## config.mk

```make
export PLATFORM = sky130hd
export DESIGN_NAME = regfile_write_arbiter_flat
export DESIGN_NICKNAME = d
export VERILOG_FILES = /design/src/rtl/regfile_write_arbiter_pkg.sv /design/src/rtl/regfile_write_arbiter_if.sv /design/src/rtl/regfile_write_arbiter_wb_fifo.sv /design/src/rtl/regfile_write_arbiter.sv /design/src/flat_wrapper.sv
export SDC_FILE = /design/constraint.sdc
export NUM_CORES = 1
export LEC_CHECK = 0
export CAP_MARGIN = 20
export CORE_AREA = 8 8 126 128
export DETAILED_ROUTE_END_ITERATION = 8
export DIE_AREA = 0 0 134 136
export MAX_ROUTING_LAYER = met4
export PLACE_DENSITY = 0.92
export SYNTH_ARGS = -nofsm -noshare
export SYNTH_HDL_FRONTEND = slang
export SYNTH_SLANG_ARGS = --single-unit
```

## constraint.sdc

```tcl
create_clock -name clk -period 6.2 [get_ports clk]
set_clock_uncertainty 0.1 [all_clocks]
set_input_delay 0.93 -clock clk [delete_from_list [all_inputs] [get_ports clk]]
set_output_delay 0.93 -clock clk [all_outputs]
set_load 0.01 [all_outputs]
```

## src/rtl/regfile_write_arbiter_pkg.sv

```systemverilog
// Shared constants and types for the register-file writeback arbiter.
package regfile_write_arbiter_pkg;

  localparam int unsigned RF_DATA_W = 32;
  localparam int unsigned RF_ADDR_W = 5;

  localparam logic [RF_ADDR_W-1:0] REG_ZERO = '0;

  typedef struct packed {
    logic [RF_ADDR_W-1:0] rd;
    logic [RF_DATA_W-1:0] data;
  } wb_entry_t;

endpackage

```

## src/rtl/regfile_write_arbiter_if.sv

```systemverilog
// Writeback sources, issue-stage hazard query and register-file write port.
interface regfile_write_arbiter_if
  import regfile_write_arbiter_pkg::*;
#(
  parameter int unsigned DATA_W = RF_DATA_W,
  parameter int unsigned ADDR_W = RF_ADDR_W
);
  logic              alu_valid;
  logic              alu_ready;
  logic [ADDR_W-1:0] alu_rd;
  logic [DATA_W-1:0] alu_data;
  logic              load_valid;
  logic              load_ready;
  logic [ADDR_W-1:0] load_rd;
  logic [DATA_W-1:0] load_data;
  logic              issue_load;
  logic [ADDR_W-1:0] issue_rd;
  logic [ADDR_W-1:0] rs1;
  logic [ADDR_W-1:0] rs2;
  logic [ADDR_W-1:0] rd_chk;
  logic              hazard;
  logic              rf_write;
  logic [ADDR_W-1:0] rf_waddr;
  logic [DATA_W-1:0] rf_wdata;

  modport master (
    output alu_valid, alu_rd, alu_data, load_valid, load_rd, load_data,
           issue_load, issue_rd, rs1, rs2, rd_chk,
    input  alu_ready, load_ready, hazard, rf_write, rf_waddr, rf_wdata
  );

  modport slave (
    input  alu_valid, alu_rd, alu_data, load_valid, load_rd, load_data,
           issue_load, issue_rd, rs1, rs2, rd_chk,
    output alu_ready, load_ready, hazard, rf_write, rf_waddr, rf_wdata
  );
endinterface

```

## src/rtl/regfile_write_arbiter_wb_fifo.sv

```systemverilog
// Small synchronous FIFO exposing every slot and its occupancy for hazard compares.
module wb_fifo
  import regfile_write_arbiter_pkg::*;
#(
  parameter type         entry_t = wb_entry_t,
  parameter int unsigned DEPTH   = 2,
  localparam int unsigned PTR_W  = $clog2(DEPTH),
  localparam int unsigned CNT_W  = PTR_W + 1
) (
  input  logic                    clk,
  input  logic                    rst,
  input  logic                    push,
  input  entry_t                  push_entry,
  input  logic                    pop,
  output entry_t                  head,
  output logic                    full,
  output logic                    empty,
  output logic [CNT_W-1:0]        count,
  output entry_t [DEPTH-1:0]      slots,
  output logic [DEPTH-1:0]        slot_valid
);

  entry_t [DEPTH-1:0] mem;
  logic [PTR_W-1:0]   wr_ptr;
  logic [PTR_W-1:0]   rd_ptr;
  logic               do_push;
  logic               do_pop;

  assign full    = (count == CNT_W'(DEPTH));
  assign empty   = (count == '0);
  assign do_pop  = pop & ~empty;
  // A pop in the same cycle frees the slot, so a full FIFO may still accept.
  assign do_push = push & (~full | do_pop);
  assign head    = mem[rd_ptr];
  assign slots   = mem;

  always_ff @(posedge clk or negedge rst) begin
    if (!rst) begin
      wr_ptr <= '0;
      rd_ptr <= '0;
      count  <= '0;
    end else begin
      if (do_push) wr_ptr <= wr_ptr + PTR_W'(1);
      if (do_pop)  rd_ptr <= rd_ptr + PTR_W'(1);
      count <= count + CNT_W'(do_push) - CNT_W'(do_pop);
    end
  end

  always_ff @(posedge clk) begin
    if (do_push) mem[wr_ptr] <= push_entry;
  end

  always_comb begin
    logic [PTR_W-1:0] offset;
    slot_valid = '0;
    offset     = '0;
    for (int unsigned i = 0; i < DEPTH; i++) begin
      offset        = PTR_W'(i) - rd_ptr;
      slot_valid[i] = (CNT_W'(offset) < count);
    end
  end

endmodule

```

## src/rtl/regfile_write_arbiter.sv

```systemverilog
// Owns the register-file write port: arbitrates ALU FIFO vs load return,
// registers the write, and tracks pending loads for issue-stage stalls.
module regfile_write_arbiter
  import regfile_write_arbiter_pkg::*;
#(
  parameter int unsigned DATA_W    = RF_DATA_W,
  parameter int unsigned ADDR_W    = RF_ADDR_W,
  parameter int unsigned ALU_DEPTH = 2
) (
  input logic                    clk,
  input logic                    rst,
  regfile_write_arbiter_if.slave bus
);

  localparam int unsigned NREGS = 1 << ADDR_W;
  localparam int unsigned CNT_W = $clog2(ALU_DEPTH) + 1;

  typedef struct packed {
    logic [ADDR_W-1:0] rd;
    logic [DATA_W-1:0] data;
  } entry_t;

  localparam logic [ADDR_W-1:0] RZ = ADDR_W'(REG_ZERO);

  entry_t                 fifo_head;
  entry_t                 push_entry;
  entry_t [ALU_DEPTH-1:0] fifo_slots;
  logic [ALU_DEPTH-1:0]   fifo_slot_valid;
  logic [CNT_W-1:0]       fifo_count;
  logic                   fifo_full;
  logic                   fifo_empty;
  logic                   fifo_pop;
  logic                   alu_push;
  logic                   load_win;
  entry_t                 win;
  logic                   win_valid;

  logic                   rf_write;
  logic [ADDR_W-1:0]      rf_waddr;
  logic [DATA_W-1:0]      rf_wdata;
  logic                   wb_is_load;
  logic [NREGS-1:0]       pending;
  logic [NREGS-1:0]       pending_next;
  logic                   hazard;

  assign push_entry = '{rd: bus.alu_rd, data: bus.alu_data};
  assign alu_push   = bus.alu_valid & bus.alu_ready;

  wb_fifo #(
    .entry_t (entry_t),
    .DEPTH   (ALU_DEPTH)
  ) u_fifo (
    .clk        (clk),
    .rst        (rst),
    .push       (alu_push),
    .push_entry (push_entry),
    .pop        (fifo_pop),
    .head       (fifo_head),
    .full       (fifo_full),
    .empty      (fifo_empty),
    .count      (fifo_count),
    .slots      (fifo_slots),
    .slot_valid (fifo_slot_valid)
  );

  // Loads win unless the FIFO is full, which would otherwise starve ALU pushes.
  assign load_win  = bus.load_valid & ~fifo_full;
  assign fifo_pop  = ~fifo_empty & ~load_win;
  assign win_valid = load_win | fifo_pop;
  assign win       = load_win ? entry_t'{rd: bus.load_rd, data: bus.load_data} : fifo_head;

  assign bus.alu_ready  = (fifo_count < CNT_W'(ALU_DEPTH));
  assign bus.load_ready = load_win;
  assign bus.rf_write   = rf_write;
  assign bus.rf_waddr   = rf_waddr;
  assign bus.rf_wdata   = rf_wdata;
  assign bus.hazard     = hazard;

  always_ff @(posedge clk or negedge rst) begin
    if (!rst) begin
      rf_write   <= 1'b0;
      rf_waddr   <= '0;
      rf_wdata   <= '0;
      wb_is_load <= 1'b0;
      pending    <= '0;
    end else begin
      rf_write   <= win_valid & (win.rd != RZ);
      wb_is_load <= load_win;
      if (win_valid) begin
        rf_waddr <= win.rd;
        rf_wdata <= win.data;
      end
      pending <= pending_next;
    end
  end

  // Set is applied after clear so a re-issued load to the same register stays pending.
  always_comb begin
    pending_next = pending;
    if (rf_write & wb_is_load) pending_next[rf_waddr] = 1'b0;
    if (bus.issue_load)        pending_next[bus.issue_rd] = 1'b1;
    pending_next[0] = 1'b0;
  end

  always_comb begin
    hazard = pending[bus.rs1] | pending[bus.rs2] | pending[bus.rd_chk];
    for (int unsigned i = 0; i < ALU_DEPTH; i++) begin
      if (fifo_slot_valid[i]) begin
        if (bus.issue_load && bus.rd_chk != RZ && fifo_slots[i].rd == bus.rd_chk) hazard = 1'b1;
        if (bus.rs1 != RZ && fifo_slots[i].rd == bus.rs1) hazard = 1'b1;
        if (bus.rs2 != RZ && fifo_slots[i].rd == bus.rs2) hazard = 1'b1;
      end
    end
    if (rf_write) begin
      if (bus.rs1 != RZ && rf_waddr == bus.rs1) hazard = 1'b1;
      if (bus.rs2 != RZ && rf_waddr == bus.rs2) hazard = 1'b1;
    end
  end

endmodule
```

## src/flat_wrapper.sv

```systemverilog
// flat-port wrapper written by rule: the top's interface ports become plain ports
module regfile_write_arbiter_flat import regfile_write_arbiter_pkg::*;
#(
  parameter int unsigned DATA_W    = RF_DATA_W,
  parameter int unsigned ADDR_W    = RF_ADDR_W,
  parameter int unsigned ALU_DEPTH = 2
)
  (clk, rst, bus_alu_valid, bus_alu_rd, bus_alu_data, bus_load_valid, bus_load_rd, bus_load_data, bus_issue_load, bus_issue_rd, bus_rs1, bus_rs2, bus_rd_chk, bus_alu_ready, bus_load_ready, bus_hazard, bus_rf_write, bus_rf_waddr, bus_rf_wdata);
  regfile_write_arbiter_if #(.DATA_W(DATA_W), .ADDR_W(ADDR_W)) bus_i ();
  input logic clk;
  input logic rst;
  input wire logic [$bits(bus_i.alu_valid)-1:0] bus_alu_valid;
  input wire logic [$bits(bus_i.alu_rd)-1:0] bus_alu_rd;
  input wire logic [$bits(bus_i.alu_data)-1:0] bus_alu_data;
  input wire logic [$bits(bus_i.load_valid)-1:0] bus_load_valid;
  input wire logic [$bits(bus_i.load_rd)-1:0] bus_load_rd;
  input wire logic [$bits(bus_i.load_data)-1:0] bus_load_data;
  input wire logic [$bits(bus_i.issue_load)-1:0] bus_issue_load;
  input wire logic [$bits(bus_i.issue_rd)-1:0] bus_issue_rd;
  input wire logic [$bits(bus_i.rs1)-1:0] bus_rs1;
  input wire logic [$bits(bus_i.rs2)-1:0] bus_rs2;
  input wire logic [$bits(bus_i.rd_chk)-1:0] bus_rd_chk;
  output wire logic [$bits(bus_i.alu_ready)-1:0] bus_alu_ready;
  output wire logic [$bits(bus_i.load_ready)-1:0] bus_load_ready;
  output wire logic [$bits(bus_i.hazard)-1:0] bus_hazard;
  output wire logic [$bits(bus_i.rf_write)-1:0] bus_rf_write;
  output wire logic [$bits(bus_i.rf_waddr)-1:0] bus_rf_waddr;
  output wire logic [$bits(bus_i.rf_wdata)-1:0] bus_rf_wdata;
  assign bus_i.alu_valid = bus_alu_valid;
  assign bus_i.alu_rd = bus_alu_rd;
  assign bus_i.alu_data = bus_alu_data;
  assign bus_i.load_valid = bus_load_valid;
  assign bus_i.load_rd = bus_load_rd;
  assign bus_i.load_data = bus_load_data;
  assign bus_i.issue_load = bus_issue_load;
  assign bus_i.issue_rd = bus_issue_rd;
  assign bus_i.rs1 = bus_rs1;
  assign bus_i.rs2 = bus_rs2;
  assign bus_i.rd_chk = bus_rd_chk;
  assign bus_alu_ready = bus_i.alu_ready;
  assign bus_load_ready = bus_i.load_ready;
  assign bus_hazard = bus_i.hazard;
  assign bus_rf_write = bus_i.rf_write;
  assign bus_rf_waddr = bus_i.rf_waddr;
  assign bus_rf_wdata = bus_i.rf_wdata;
  regfile_write_arbiter #(.DATA_W(DATA_W), .ADDR_W(ADDR_W), .ALU_DEPTH(ALU_DEPTH)) u_core (.clk(clk), .rst(rst), .bus(bus_i));
endmodule
```

-- Yosys cells after proc, flatten, opt, wreduce, memory -nomap -nowiden
Index checks and enable logic that the tools add are counted.
- $add $sub $neg: 6
- magnitude comparators: 13
- equal/unequal tests: 9
- multiplexer cells: 29
- bitwise gates (word level): 17
- reductions and logical operators: 17
- operator list (operator ; count):
    $mux 37 ; 4
    $bwmux 74 ; 1
    $mux 32 ; 2
    $eq 5x5->1 ; 8
    $demux 37 s1 ; 1
    $and 32x32->32 ; 1
    $not 32->32 ; 1
    $or 32x32->32 ; 1
    $lt 5x6->1 const B ; 5
    $reduce_bool 5->1 ; 4
    $mux 1 ; 16
    $bmux 1 s5 ; 3
    $logic_and 1x1->1 ; 12
    $demux 1 s5 ; 2
    $ge 5x1->1 const B ; 2
    $and 1x1->1 ; 7
    $lt 1x2->1 ; 2
    $lt 1x2->1 const B ; 2
    $or 1x1->1 ; 4
    $not 1->1 ; 3
    $add 1x1->1 const B ; 2
    $add 2x1->2 ; 1
    $eq 2x2->1 const B ; 1
    $logic_not 2->1 ; 1
    other kinds (4) ; 5
- register bits after elaboration: 148
- input port bits: 99
- output and inout port bits: 41
- logic and storage cells: 103

-- Depth between registers and ports, before layout
- depth in word-level cells: 15
- gate-level depth with buffers: 9
- depth with buffers taken out: 7

-- Modules after synthesis
From an unflattened synthesis, not the netlist that was laid out.
- cells, all modules: 607
- area, all modules: 7429.6 um^2
- by module, submodules not included (module ; times used ; cells an instance ; area an instance (um^2) ; seq. area each (um^2)):
    regfile_write_arbiter ; 1 ; 467 ; 4464.3 ; 1751.7
    wb_fifo ; 1 ; 140 ; 2965.3 ; 2322.2

-- Least setup slack after synthesis
Ideal clock, no wire load.
- path kind: input -> output
- start: input port bus_rd_chk[0]
- end: output port bus_hazard
- arrival time: 2849 ps
- data required time: 5170 ps
- setup slack: 2321 ps
- cell stages on the path: 6
- buffers on the path: 1
- cell sequence: buf_6 mux4_2 mux4_2 a22oi_1 nand4_1 or4_1
- cells in the longest elaborated chain, start to end: 14
- elaborated cells between the ends (all ways): 20
- those cells by class: eq/ne: 2; mux: 13; bitwise: 1; reduce/logical: 4
- RTL lines (element ; RTL line ; RTL):
    start: declaration ; flat_wrapper.sv:22 ; input wire logic [$bits(bus_i.rd_chk)-1:0] bus_rd_chk;
    $bmux 1 s5 / $reduce_bool 5->1 (equally long branches) ; regfile_write_arbiter.sv:106, regfile_write_arbiter.sv:109 ;
    $mux 1 (implied by the code) / $logic_and 1x1->1 (equally long branches) ; regfile_write_arbiter.sv:106, regfile_write_arbiter.sv:109 ;
    $or 1x1->1 / $logic_and 1x1->1 (equally long branches) ; regfile_write_arbiter.sv:106, regfile_write_arbiter.sv:109 ;
    $mux 1 ; regfile_write_arbiter.sv:109 ; if (bus.issue_load && bus.rd_chk != RZ && fifo_slots[i].rd == bus.rd_chk) hazard = 1'b1;
    $mux 1 ; regfile_write_arbiter.sv:110 ; if (bus.rs1 != RZ && fifo_slots[i].rd == bus.rs1) hazard = 1'b1;
    $mux 1 ; regfile_write_arbiter.sv:111 ; if (bus.rs2 != RZ && fifo_slots[i].rd == bus.rs2) hazard = 1'b1;
    $mux 1 ; regfile_write_arbiter.sv:108 ; if (fifo_slot_valid[i]) begin
    $mux 1 ; regfile_write_arbiter.sv:109 ;
    $mux 1 ; regfile_write_arbiter.sv:110 ;
    $mux 1 ; regfile_write_arbiter.sv:111 ;
    $mux 1 * ; regfile_write_arbiter.sv:108 ;
    $mux 1 ; regfile_write_arbiter.sv:115 ; if (bus.rs1 != RZ && rf_waddr == bus.rs1) hazard = 1'b1;
    $mux 1 ; regfile_write_arbiter.sv:116 ; if (bus.rs2 != RZ && rf_waddr == bus.rs2) hazard = 1'b1;
    $mux 1 * ; regfile_write_arbiter.sv:114 ; if (rf_write) begin
    end: declaration ; flat_wrapper.sv:25 ; output wire logic [$bits(bus_i.hazard)-1:0] bus_hazard;
Every way passes the cells marked *; elsewhere a longest branch is shown, timed or not. The select of a mux whose other input is x is not followed.

-- Worst setup path after layout
Ends and elaborated chain as after synthesis.

==> flow_metrics.env <==
export IMPL_status="complete, no violations"
export IMPL_final_hold_viol_count=0
export IMPL_grt_busiest_layer="met2"
export IMPL_antenna_found_initial=1
export IMPL_viasPerCell=6.443
export IMPL_dieArea_mm2=0.01822
export IMPL_ctsResizeCount=0
export IMPL_drc=0
export IMPL_synth_area_leaders="edfxtp_1 (29%), dfrtp_1 (24%), o21ai_0 (6.3%)"
export IMPL_die_h_um=136
export IMPL_power_uw=4367
export IMPL_setup_tns_ps=0
export IMPL_detail_route_antenna_nets=0
export IMPL_globalRouteMet2Util=0.3993
export IMPL_cap_violations=0
export IMPL_grt_use_met3=0.06319
export IMPL_end_kind="output pin"
export IMPL_numCtsBuffers=17
export IMPL_setup_viol=0
export IMPL_port_buffers=139
export IMPL_p_sw_frac=0.3558
export IMPL_clkPwrFrac=0.234
export IMPL_use_met1=0.2864
export IMPL_via_count=6243
export IMPL_relSlewSlack=0.3213
export IMPL_p_comb_frac=0.364
export IMPL_die_w_um=134
export IMPL_insertion_delay_ps=420
export IMPL_syn_inst=659
export IMPL_synth_top_family_by_area="compound AO/OA/AOI/OAI gates"
export IMPL_core_mm2=0.01404
export IMPL_grt_overflow=0
export IMPL_slowest_delay_ps=930
export IMPL_slowest_stage="clkdlybuf4s50_1"
export IMPL_yosys_area_share_xor_xnor=0.04944
export IMPL_holdBufCountCts=0
export IMPL_arrival_ps=4290
export IMPL_ir_worst_vdd_mv=0.2594
export IMPL_cts_root_buf="clkbuf_16"
export IMPL_drt_iter0_markers=701
export IMPL_finalNetCount=872
export IMPL_grt_pass1_vias=6710
export IMPL_synth_avg_cell_area_um2=11.83
export IMPL_rsz0062_at_grt="no"
export IMPL_io_pins=140
export IMPL_crit_required_ps=5170
export IMPL_p_int_uw=2814
export IMPL_syn_num_nets=760
export IMPL_cts_max_level=4
export IMPL_grtUsageTotal=0.2456
export IMPL_syn_area_mm2=0.007795
export IMPL_cts_setup_buffers=0
export IMPL_worst_slew_pin_slew_ps=1018
export IMPL_clock_path_buffers=2
export IMPL_drive_gt1_frac=0.1288
export IMPL_seq_area_frac_synth=0.5226
export IMPL_start_kind="input port"
export IMPL_synth_top_area_cell="edfxtp_1"
export IMPL_fin_crit_sh=0.8586
export IMPL_grt_max_degree=103
export IMPL_p_per_area_mw_per_mm2=443.2
export IMPL_hold_path_class="input port to asynchronous set/reset pin"
export IMPL_placementRows=44
export IMPL_yosysTopAreaCellShare=0.2851
export IMPL_synth_mux_area_frac=0.1291
export IMPL_hpwl_um=14590
export IMPL_leakagePower_uw=0.003396
export IMPL_firstDrtPassIters=5
export IMPL_clk_pin_slew_ps=60
export IMPL_gp_congestion=0.8891
export IMPL_totalWireLength_um=21690
export IMPL_crit_type="input port to output pin"
export IMPL_synth_compound_area_frac=0.1554
export IMPL_seq_power_share=0.402
export IMPL_ys_types=45
export IMPL_synth_fa_ha_area_frac=0.003210
export IMPL_fin_crit_ps=5323
export IMPL_critPathMostFrequentCell="clkdlybuf4s50_1"
export IMPL_yosys_register_bits=148
export IMPL_cts_tree="done"
export IMPL_max_freq_mhz=187.9
export IMPL_design_area_mm2=0.009854
export IMPL_synthSimpleGateAreaFrac=0.1042
export IMPL_clock_sinks=148
export IMPL_synth_warnings=0
export IMPL_grt_pass1_wl_um=34290
export IMPL_fin_util=0.7020
export IMPL_fillCellCount=953
export IMPL_slew_viol_final=0
export IMPL_start_util=0.5553
export IMPL_critPathMaxFanout=12
export IMPL_path_cells="clkdlybuf4s50_1 -> mux4_1 -> mux4_2 -> a22oi_1 -> nand4_1 -> or4_1 -> clkdlybuf4s50_1"
export IMPL_post_dp_cell_area_mm2=0.009195
export IMPL_net_switching_power_uw=1554
export IMPL_syn_to_final_growth_pct=26.42
export IMPL_post_drt_wl_per_cell_um=22.38
## power by group through the flow
| stage | Combinational [uW] | Sequential, uW | Clock (uW) |
|---|---|---|---|
| after detailed placement | 1550 | 1750 | 0 |
| after floorplan | 1010 | 1610 | 0 |
| after global routing | 1720 | 1790 | 1080 |
| final | 1590 | 1760 | 1020 |
| after CTS | 1560 | 1740 | 1030 |
| after global placement | 1470 | 1730 | 0 |
## per-layer routing
layer  vias to the layer above  wire length, um
met4                         0              495
met5                         -                0
li1                       2775                -
met2                       335            10670
met1                      3081             8930
met3                        52             1592
## kinds of logic (layout without fill, tap and decap cells)
family                   count (synthesis)  in the layout
AO/OA/AOI/OAI                          191            191
XOR/XNOR                                44             44
adder cells (fa/ha/maj)                  2              2
buffers and inverters                   59            184
flip-flops                             148            148
multiplexers                            71             71
other                                    0              1
AND/OR/NAND/NOR                        144            144
## cells in the mapped netlist, drive strengths merged
library cell and n:
inv 5, nand3b 8, dfrtp 74, nor3 33, nor4 8, or3 3, nand2b 35, or3b 4
o32a 1, nor2b 5, edfxtp 74, a31oi 2, a22oi 1, ha 2, clkbuf 35, or4 4
xnor2 24, o21a 1, nand4 2, o32ai 1, a221oi 32, buf 19, nor2 13, o41a 1
o211ai 2, xor2 20, mux2i 18, mux2 34, a21oi 11, a311oi 2, o31ai 32, a2111oi 3
o311ai 1, nand4b 3, nand2 13, nand3 12, o21ai 101, and3 1, mux4 19
## per-stage QoR
stage          instances  setup WS, ps  hold WS, ps
4_1_cts              965         858.9        469.3
6_report             969         876.9        224.2
2_1_floorplan        659          2321        361.5
5_1_grt              969         770.5        205.9
3_3_place_gp         933         928.3        429.2
3_5_place_dp         933         860.8        461.4
## final timing paths
check,start,to,slack (ps),depth (start not counted)
max in group asynchronous,rst,u_core.u_fifo.count[0],5170,2
setup reg to reg,u_core.u_fifo.count[0],u_core.bus.rf_write,3540,5
hold / removal,rst,u_core.pending[20],220,1
min in group clk,u_core.u_fifo.wr_ptr,u_core.u_fifo.wr_ptr,460,1
hold reg to reg,u_core.u_fifo.wr_ptr,u_core.u_fifo.wr_ptr,460,1
setup / recovery,bus_rd_chk[0],bus_hazard,880,7
## placed cells by master (no fill, tap or decap), drive strengths merged, types with 2 or more instances in the layout
cell type	synthesis	routed
a2111oi	3	3
a21oi	11	11
a221oi	32	32
a311oi	2	2
a31oi	2	2
buf	19	10
bufinv	0	3
clkbuf	35	17
clkdlybuf4s50	0	137
clkinv	0	8
clkinvlp	0	3
dfrtp	74	74
edfxtp	74	74
ha	2	2
inv	5	6
mux2	34	34
mux2i	18	18
mux4	19	19
nand2	13	13
nand2b	35	35
nand3	12	12
nand3b	8	8
nand4	2	2
nand4b	3	3
nor2	13	13
nor2b	5	5
nor3	33	33
nor4	8	8
o211ai	2	2
o21ai	101	101
o31ai	32	32
or3	3	3
or3b	4	4
or4	4	4
xnor2	24	24
xor2	20	20
## critical path, delay by kind of cell
kind / cells / cell delay, ps
buffers and inverters: 2 / 1420
AND/OR/NAND/NOR: 2 / 620
AO/OA/AOI/OAI: 1 / 190
multiplexers: 2 / 1130
## area by class of cell
cell class | count | area [um^2] | share of cell area
sequential | 148 | 4076 | 0.4137
clock buffer | 17 | 425.4 | 0.04317
multi-input combinational | 452 | 3448 | 0.3499
tap | 184 | 230.2 | 0.02336
clock inverter | 15 | 163.9 | 0.01663
antenna | 1 | 2.502 | 0.0002539
timing repair buffer | 147 | 1489 | 0.1511
inverter | 5 | 18.77 | 0.001905
## flip-flops by register name, summed over array words and instances (netlist names)
signal	flops
u_core.u_fifo.slots	74
u_core.bus.rf_wdata	32
u_core.pending	31
u_core.bus.rf_waddr	5
u_core.u_fifo.count	2
u_core.bus.rf_write	1
u_core.u_fifo.rd_ptr	1
u_core.u_fifo.wr_ptr	1
u_core.wb_is_load	1
Note: power is estimated with default switching activity, not from simulation.
